### src/rtl/ir_pkg.sv
// Shared IR definitions: transmitter FSM states and the carrier timing defaults
// used by both the transmitter and the receiver bench.
package ir_pkg;

  typedef enum logic {
    IDLE,
    SEND
  } state_t;

  localparam int DEF_CNT_WIDTH    = 25;
  localparam int DEF_CARRIER_DIV  = 316;
  localparam int DEF_CARRIER_HIGH = 105;

endpackage

### src/rtl/ir_carrier.sv
// Carrier generator: free-running phase counter while the envelope is high,
// with a registered duty compare so the output lines up with the envelope flop.
module ir_carrier
  import ir_pkg::*;
#(
  parameter int DIV  = DEF_CARRIER_DIV,
  parameter int HIGH = DEF_CARRIER_HIGH
) (
  input  logic clk,
  input  logic rst_n,
  input  logic en,
  input  logic restart,
  output logic carrier
);

  localparam int CW = $clog2(DIV);
  localparam logic [CW-1:0] LAST   = CW'(DIV - 1);
  localparam logic [CW-1:0] HIGH_C = CW'(HIGH);

  logic [CW-1:0] cnt;
  logic [CW-1:0] cnt_next;

  // Phase is evaluated for the upcoming cycle so carrier and envelope switch together.
  always_comb begin
    cnt_next = '0;
    if (en && !restart) begin
      cnt_next = (cnt == LAST) ? '0 : cnt + 1'b1;
    end
  end

  always_ff @(posedge clk or negedge rst_n) begin
    if (!rst_n) begin
      cnt     <= '0;
      carrier <= 1'b0;
    end else begin
      cnt     <= cnt_next;
      carrier <= en && (cnt_next < HIGH_C);
    end
  end

endmodule

### src/rtl/ir_tx.sv
// IR transmitter: plays (level, length) segments from a valid/ready stream onto
// the LED line, optionally modulated by the carrier.
module ir_tx
  import ir_pkg::*;
#(
  parameter int CNT_WIDTH    = DEF_CNT_WIDTH,
  parameter int CARRIER_DIV  = DEF_CARRIER_DIV,
  parameter int CARRIER_HIGH = DEF_CARRIER_HIGH,
  parameter bit MOD_EN       = 1'b1
) (
  input  logic                 clk,
  input  logic                 rst_n,
  input  logic                 seg_valid,
  output logic                 seg_ready,
  input  logic                 seg_level,
  input  logic [CNT_WIDTH-1:0] seg_len,
  output logic                 pulse,
  output logic                 tx,
  output logic                 busy
);

  state_t               state, state_next;
  logic [CNT_WIDTH-1:0] cnt, cnt_next;
  logic [CNT_WIDTH-1:0] last, last_next;
  logic [CNT_WIDTH-1:0] seg_last;
  logic                 pulse_next;
  logic                 at_end;
  logic                 take;
  logic                 carrier;

  // A zero length plays as a single cycle, so it shares the last index of length 1.
  assign seg_last  = (seg_len == '0) ? '0 : seg_len - 1'b1;
  assign at_end    = (state == SEND) && (cnt == last);
  assign seg_ready = (state == IDLE) || at_end;
  assign take      = seg_valid && seg_ready;
  assign busy      = (state == SEND);

  always_comb begin
    state_next = state;
    cnt_next   = cnt;
    last_next  = last;
    pulse_next = pulse;
    case (state)
      IDLE: begin
        pulse_next = 1'b0;
        if (take) begin
          state_next = SEND;
          cnt_next   = '0;
          last_next  = seg_last;
          pulse_next = seg_level;
        end
      end
      SEND: begin
        if (take) begin
          cnt_next   = '0;
          last_next  = seg_last;
          pulse_next = seg_level;
        end else if (at_end) begin
          state_next = IDLE;
          cnt_next   = '0;
          pulse_next = 1'b0;
        end else begin
          cnt_next = cnt + 1'b1;
        end
      end
      default: begin
        state_next = IDLE;
        pulse_next = 1'b0;
      end
    endcase
  end

  always_ff @(posedge clk or negedge rst_n) begin
    if (!rst_n) begin
      state <= IDLE;
      cnt   <= '0;
      last  <= '0;
      pulse <= 1'b0;
    end else begin
      state <= state_next;
      cnt   <= cnt_next;
      last  <= last_next;
      pulse <= pulse_next;
    end
  end

  // Restart only on a rising envelope so back-to-back marks keep carrier phase.
  ir_carrier #(
    .DIV  (CARRIER_DIV),
    .HIGH (CARRIER_HIGH)
  ) u_carrier (
    .clk     (clk),
    .rst_n   (rst_n),
    .en      (pulse_next),
    .restart (pulse_next && !pulse),
    .carrier (carrier)
  );

  assign tx = MOD_EN ? carrier : pulse;

endmodule

### config.mk
export PLATFORM = sky130hd
export DESIGN_NAME = ir_tx
export DESIGN_NICKNAME = d
export VERILOG_FILES = /design/src/rtl/ir_pkg.sv /design/src/rtl/ir_carrier.sv /design/src/rtl/ir_tx.sv
export SDC_FILE = /design/constraint.sdc
export NUM_CORES = 1
export LEC_CHECK = 0
export ABC_AREA = 1
export CAP_MARGIN = 20
export CORE_UTILIZATION = 60
export CTS_CLUSTER_DIAMETER = 150
export DETAILED_ROUTE_END_ITERATION = 10
export PLACE_DENSITY = 0.88
export SLEW_MARGIN = 10
export SYNTH_ARGS = -nofsm -noshare
export SYNTH_HDL_FRONTEND = slang
export SYNTH_SLANG_ARGS = --single-unit
### constraint.sdc
create_clock -name clk -period 5.8 [get_ports clk]
set_input_delay 0.87 -clock clk [delete_from_list [all_inputs] [get_ports clk]]
set_output_delay 0.87 -clock clk [all_outputs]
set_load 0.01 [all_outputs]
==> metrics.yaml, run 1 <==
critical_path:
  r2r_start: "cnt[17]$_DFFE_PN0P_"
  worst-path-max-fanout: 11
  crit_required_ns: 4.93
  timing.rr.end: "last[0]$_DFFE_PN0P_"
  critical_path.top_delay_family: "simple AND/OR/NAND/NOR gates"
  slowest_stage: "clkdlybuf4s50_1"
  path_buf_inv: 2
  worst_setup_path_end_kind: "output pin"
  crit_type: "flip-flop to output pin"
  crit_top_cell: "nand2_1"
  r2r_slack_ns: 2.74
  cp_slowest_stage_delay_ns: 0.60
  crit_chain: "inv_1 > nand2_1 > nand2_1 > nor2_1 > nand2_1 > nor2_1 > nand3_1 > nand2_2 > clkdlybuf4s50_1"
  cp.arrival_ns: 2.39
  startpoint_type: "flip-flop"
  r2r_cells: 12
drt:
  met3_length_um: 363
  drtIter0Drc: 204
  firstDrtPassIters: 7
  final_antenna_net_count: 0
  top_layer_used: "met4"
  wl_met1_mm: 3.46
  vias_per_cell: 5.64
  vias: 3343
  wl_met2_mm: 4.15
  wl_mm: 8.22
  drc: 0
  routedWlPerCell_um: 13.9
timing:
  skew_ns: 0.00923
  setup_tns_ns: 0
  maxSlewHeadroom_pct: 46.7
  rsz0062_at_grt: "no"
  hold_viol_final: 0
  report.final.slew_viol_count: 0
  tightest_slew_ns: 0.800
  fmax_ghz: 0.307
  post-route-period-util_pct: 56.2
  period_minus_slack_ns: 3.26
  setup_violations: 0
yosys:
  syn_area_sq_mm: 0.00368
  synth.ff_latch_count: 62
  yosysWarnings: 0
  netlist-cell-type-count: 38
  synthCells: 476
  syn_area_per_cell_sq_um: 7.73
  seq_area_frac_synth_pct: 42.1
  syn_nets: 508
clock_tree:
  cts.root.buffer_cell: "clkbuf_8"
  clock-sinks: 62
  cts-resized-gates: 0
  cts_buffer_depth: 2
  numCtsBuffers: 9
  clk_pin_slew_worst_paths_ns: 0.06
  cts_hold_buf: 0
  cts.htree.levels: 3
  postCtsSetupBuffers: 0
  clock_latency_ns: 0.34
  tritoncts: "built"
global_routing:
  gr-total-overflow: 0
  grt_antenna_before_repair: 0
  grt_max_degree: 63
  grt_util_all_layers_pct: 28.5
  grt_pass1_vias: 3222
  grt_pass1_wl_mm: 13.9
layout:
  diodes: 0
  area_growth_syn_to_layout_pct: 16.7
  final_common_cell: "nand2_1"
  layout_common_cells: "106 x nand2_1, 69 x nor2_1, 62 x dfrtp_1"
  layout.nets: 545
  final_cells: 593
  drive_gt1_share_pct: 8.11
  n_fill_cell: 466
status:
  outcome: "finished, final reports clean"
place:
  routabilityCongestion: 0.908
  hpwl_mm: 5.86
  port_buffers: 32
  placed_cells: 577
min_path:
  worstHoldStart: "u_carrier.cnt[0]$_DFF_PN0_"
  holdPathEnd: "u_carrier.cnt[0]$_DFF_PN0_"
  whs_path_depth: 1
  hp-class: "flip-flop to flip-flop"
floorplanning:
  num_rows: 28
  core_sq_mm: 0.00592
  dieArea_sq_mm: 0.00645
  fp.dieW_um: 80.3
  start_util_pct: 62.2
  io_pins: 33
  die_h_um: 80.3
power:
  irDropWorstVdd_mv: 0.172
  powerDensity_mw_per_mm2: 293
  power.leakage_nw: 2.03
run:
  cap_viol_max_count: 0
## state kept, by name (all words and copies together) (netlist names)
register           cells
pulse                  1
u_carrier.cnt          9
last                  25
busy                   1
cnt                   25
u_carrier.carrier      1
## where the power goes
group	switching, mW	total (mW)	internal [mW]
clock network	0.163	0.440	0.277
logic	0.135	0.248	0.112
registers	0.0768	0.570	0.493
## through the flow
| step | area [sq um] | util (%) | power, mW | setup WS, ns | hold WS, ns |
|---|---|---|---|---|---|
| 6_report | 4290 | 72.5 | 1.26 | 2.54 | 0.500 |
| 3_3_place_gp | 4060 | 68.6 | 0.799 | 2.49 | 0.486 |
| 2_1_floorplan | 3680 | - | 0.729 | 3.37 | 0.461 |
| 5_1_grt | 4290 | 72.5 | 1.33 | 2.40 | 0.530 |
| 3_5_place_dp | 4060 | 68.6 | 0.814 | 2.37 | 0.496 |
| 4_1_cts | 4290 | 72.5 | 1.26 | 2.53 | 0.505 |
## Yosys cell counts, drive strengths merged
master	number	share of area (%)
dfrtp	62	42
o21a	1	0.20
nand3	25	4.0
o32ai	1	0.24
xnor2	14	3.3
xor2	31	7.4
o22ai	23	3.9
nand4	8	1.5
a21oi	8	1.1
a31oi	2	0.34
buf	5	0.92
clkbuf	3	0.31
or2	3	0.51
nor3	12	2.2
o211ai	1	0.20
a22o	1	0.24
nor2	73	7.9
or3b	1	0.24
nand2	110	12
inv	59	6.0
nor4	5	1.0
o21ai	24	3.4
ha	3	1.0
o31ai	1	0.20
## routing by layer
metal,vias up,track usage [%]
met3,24,3.75
met1,1585,33.3
met5,-,0
met4,0,18.2
li1,1625,-
met2,109,49.1
## cells by family after synthesis
group | Yosys count | synth area share [%]
compound gates | 62 | 9.79
xor+xnor | 45 | 10.7
fa+ha+maj | 3 | 1.02
buf+inv | 67 | 7.24
flops | 62 | 42.1
simple gates | 237 | 29.1
## worst max path at each step
stage / from / endpoint / cells after the start
4_1_cts: cnt[17]$_DFFE_PN0P_ / seg_ready / 9
2_1_floorplan: seg_len[0] / last[21]$_DFFE_PN0P_ / 10
6_report: cnt[17]$_DFFE_PN0P_ / seg_ready / 9
3_5_place_dp: seg_len[0] / last[6]$_DFFE_PN0P_ / 10
5_1_grt: seg_len[0] / last[0]$_DFFE_PN0P_ / 10
3_3_place_gp: seg_len[0] / last[19]$_DFFE_PN0P_ / 10
## layout make-up
class | instances | area [sq um] | share of cell area (%)
Clock buffer | 13 | 169 | 3.93
Clock inverter | 3 | 65.1 | 1.52
Inverter | 59 | 221 | 5.16
Multi-Input combinational cell | 347 | 1860 | 43.4
Sequential cell | 62 | 1550 | 36.1
Tap cell | 75 | 93.8 | 2.19
Timing Repair Buffer | 34 | 330 | 7.69
Note: power is estimated with default switching activity, not from simulation.
==> inputs of run 2 (changes only) <==
- CORE_UTILIZATION: 60 -> 58
- PLACE_DENSITY: 0.88 -> 0.85
- clock period: 5.8 -> 3.2 ns (I/O delays scaled with it)
==> run 2 against run 1 <==
First-iteration DRC count rose by 43%. Utilization fell by 1.7 points. Total power rose by 66%. Count of clock-buffer cells in the layout rose by 1. Combinational power rose by 83%. Hold slack got worse by 0.44 ns. Critical path depth did not move. Via count fell by 2.2%. Cell count rose by 0.51%. Cell area fell by 0.55%. Sequential power rose by 81%.
==> metrics.yaml, run 2 (same netlist as run 1, synthesis figures left out) <==
critical_path:
  crit_top_cell: "nand2_1"
  crit_type: "flip-flop to output pin"
  worst_setup_path_end_kind: "output pin"
  cp_slowest_stage_delay_ns: 0.60
  worst-path-max-fanout: 11
  crit_chain: "inv_1 > nand2_1 > nand2_1 > nor2_1 > nand2_1 > nor2_1 > nand3_1 > nand2_2 > clkdlybuf4s50_1"
  slowest_stage: "clkdlybuf4s50_1"
  r2r_cells: 13
  startpoint_type: "flip-flop"
  cp.arrival_ns: 2.40
  crit_required_ns: 2.72
floorplanning:
  num_rows: 28
  start_util_pct: 61.1
  io_pins: 33
  dieArea_sq_mm: 0.00667
  fp.dieW_um: 81.7
  core_sq_mm: 0.00603
  die_h_um: 81.7
place:
  routabilityCongestion: 0.901
  hpwl_mm: 6.06
  port_buffers: 32
  pre_cts_slack_ns: 0.390
timing:
  hold-worst-slack_ns: 0.0629
  post-route-period-util_pct: 90.0
  setup_violations: 0
  maxSlewHeadroom_pct: 43.7
  rsz0062_at_grt: "no"
  hold_viol_final: 0
  tightest_slew_ns: 0.837
  report.final.slew_viol_count: 0
  period_minus_slack_ns: 2.88
  fmax_ghz: 0.347
  setup_tns_ns: 0
  skew_ns: 0.00660
  fin_ws_ns: 0.319
global_routing:
  grt_pass1_vias: 3099
  grt_pass1_wl_mm: 13.2
  grt_util_all_layers_pct: 26.7
  gr-total-overflow: 0
  grt_antenna_before_repair: 0
  grt_max_degree: 47
clock_tree:
  postCtsSetupBuffers: 0
  clk_pin_slew_worst_paths_ns: 0.06
  cts_buffer_depth: 2
  clock_latency_ns: 0.34
  cts.htree.levels: 3
  numCtsBuffers: 9
  cts-resized-gates: 0
  cts_hold_buf: 0
  tritoncts: "built"
  clock-sinks: 62
  cts.root.buffer_cell: "clkbuf_8"
drt:
  vias: 3270
  firstDrtPassIters: 5
  drtIter0Drc: 292
  wl_mm: 7.98
  final_antenna_net_count: 0
  drc: 0
  routedWlPerCell_um: 13.4
  vias_per_cell: 5.49
power:
  pwr-share-seq_pct: 49.3
  irDropWorstVdd_mv: 0.269
  combPwrFrac_pct: 21.8
  powerDensity_mw_per_mm2: 488
  switching_power_mw: 0.662
  clockPowerShare_pct: 28.9
  p_sw_share_pct: 31.8
  power_mw: 2.08
  power.leakage_nw: 2.02
  power.internal_mw: 1.42
layout:
  layout.nets: 549
  diodes: 0
  reg_top3: "cnt (25), last (25), u_carrier.cnt (9)"
  regArea_sq_mm: 0.00155
  drive_gt1_share_pct: 8.25
  layout_common_cells: "106 x nand2_1, 69 x nor2_1, 62 x dfrtp_1"
  final_common_cell: "nand2_1"
  n_fill_cell: 475
  area_growth_syn_to_layout_pct: 16.0
  multi_input_area_sq_mm: 0.00186
  final_core_utilization_pct: 70.9
run:
  cap_viol_max_count: 0
status:
  outcome: "finished, final reports clean"
min_path:
  hp-class: "input pin to async pin"
[run 2: power groups by stage]
stage / clock (mW) / sequential [mW] / combinational (mW)
floorplan: 0 / 1.00 / 0.321
global placement: 0 / 1.03 / 0.422
detailed placement: 0 / 1.03 / 0.448
CTS: 0.607 / 1.02 / 0.451
global route: 0.638 / 1.04 / 0.520
finish: 0.602 / 1.03 / 0.454
[run 2: cell type report]
class,instances,area share (%)
clock buffers,14,3.81
repair buffers,38,8.73
well taps,75,2.20
multi-input cells,347,43.6
flip-flops and latches,62,36.3
clock inverters,1,0.117
inverters,59,5.19
[run 2: per-layer routing]
metal | track usage (%) | vias up | wire length (um)
li1 | - | 1623 | -
met1 | 31.8 | 1508 | 3480
met2 | 46.3 | 123 | 3920
met3 | 3.33 | 16 | 385
met4 | 15.4 | 0 | 195
met5 | 0 | - | 0
[run 2: critical path, delay by kind of cell, from the launching register on]
kind	cells	cell delay [ns]
simple gates	7	0.81
flops	1	0.51
buf+inv	2	0.74
[run 2: path summary, 6_finish.rpt]
path                                            startpoint                    endpoint  slack [ns]
worst max-delay path                   cnt[17]$_DFFE_PN0P_                   seg_ready        0.32
worst min-delay path                                 rst_n  u_carrier.cnt[2]$_DFF_PN0_        0.06
worst max register to register         cnt[17]$_DFFE_PN0P_         last[1]$_DFFE_PN0P_        0.59
worst min register to register  u_carrier.cnt[0]$_DFF_PN0_  u_carrier.cnt[0]$_DFF_PN0_        0.49
max in group asynchronous                            rst_n        last[19]$_DFFE_PN0P_        2.48
min in group clk                u_carrier.cnt[0]$_DFF_PN0_  u_carrier.cnt[0]$_DFF_PN0_        0.49
[run 2: per-stage QoR]
stage | cell area, sq um | std cells
2_1_floorplan | 3680 | 476
3_3_place_gp | 4080 | 580
3_5_place_dp | 4080 | 580
4_1_cts | 4250 | 595
5_1_grt | 4270 | 596
6_report | 4270 | 596
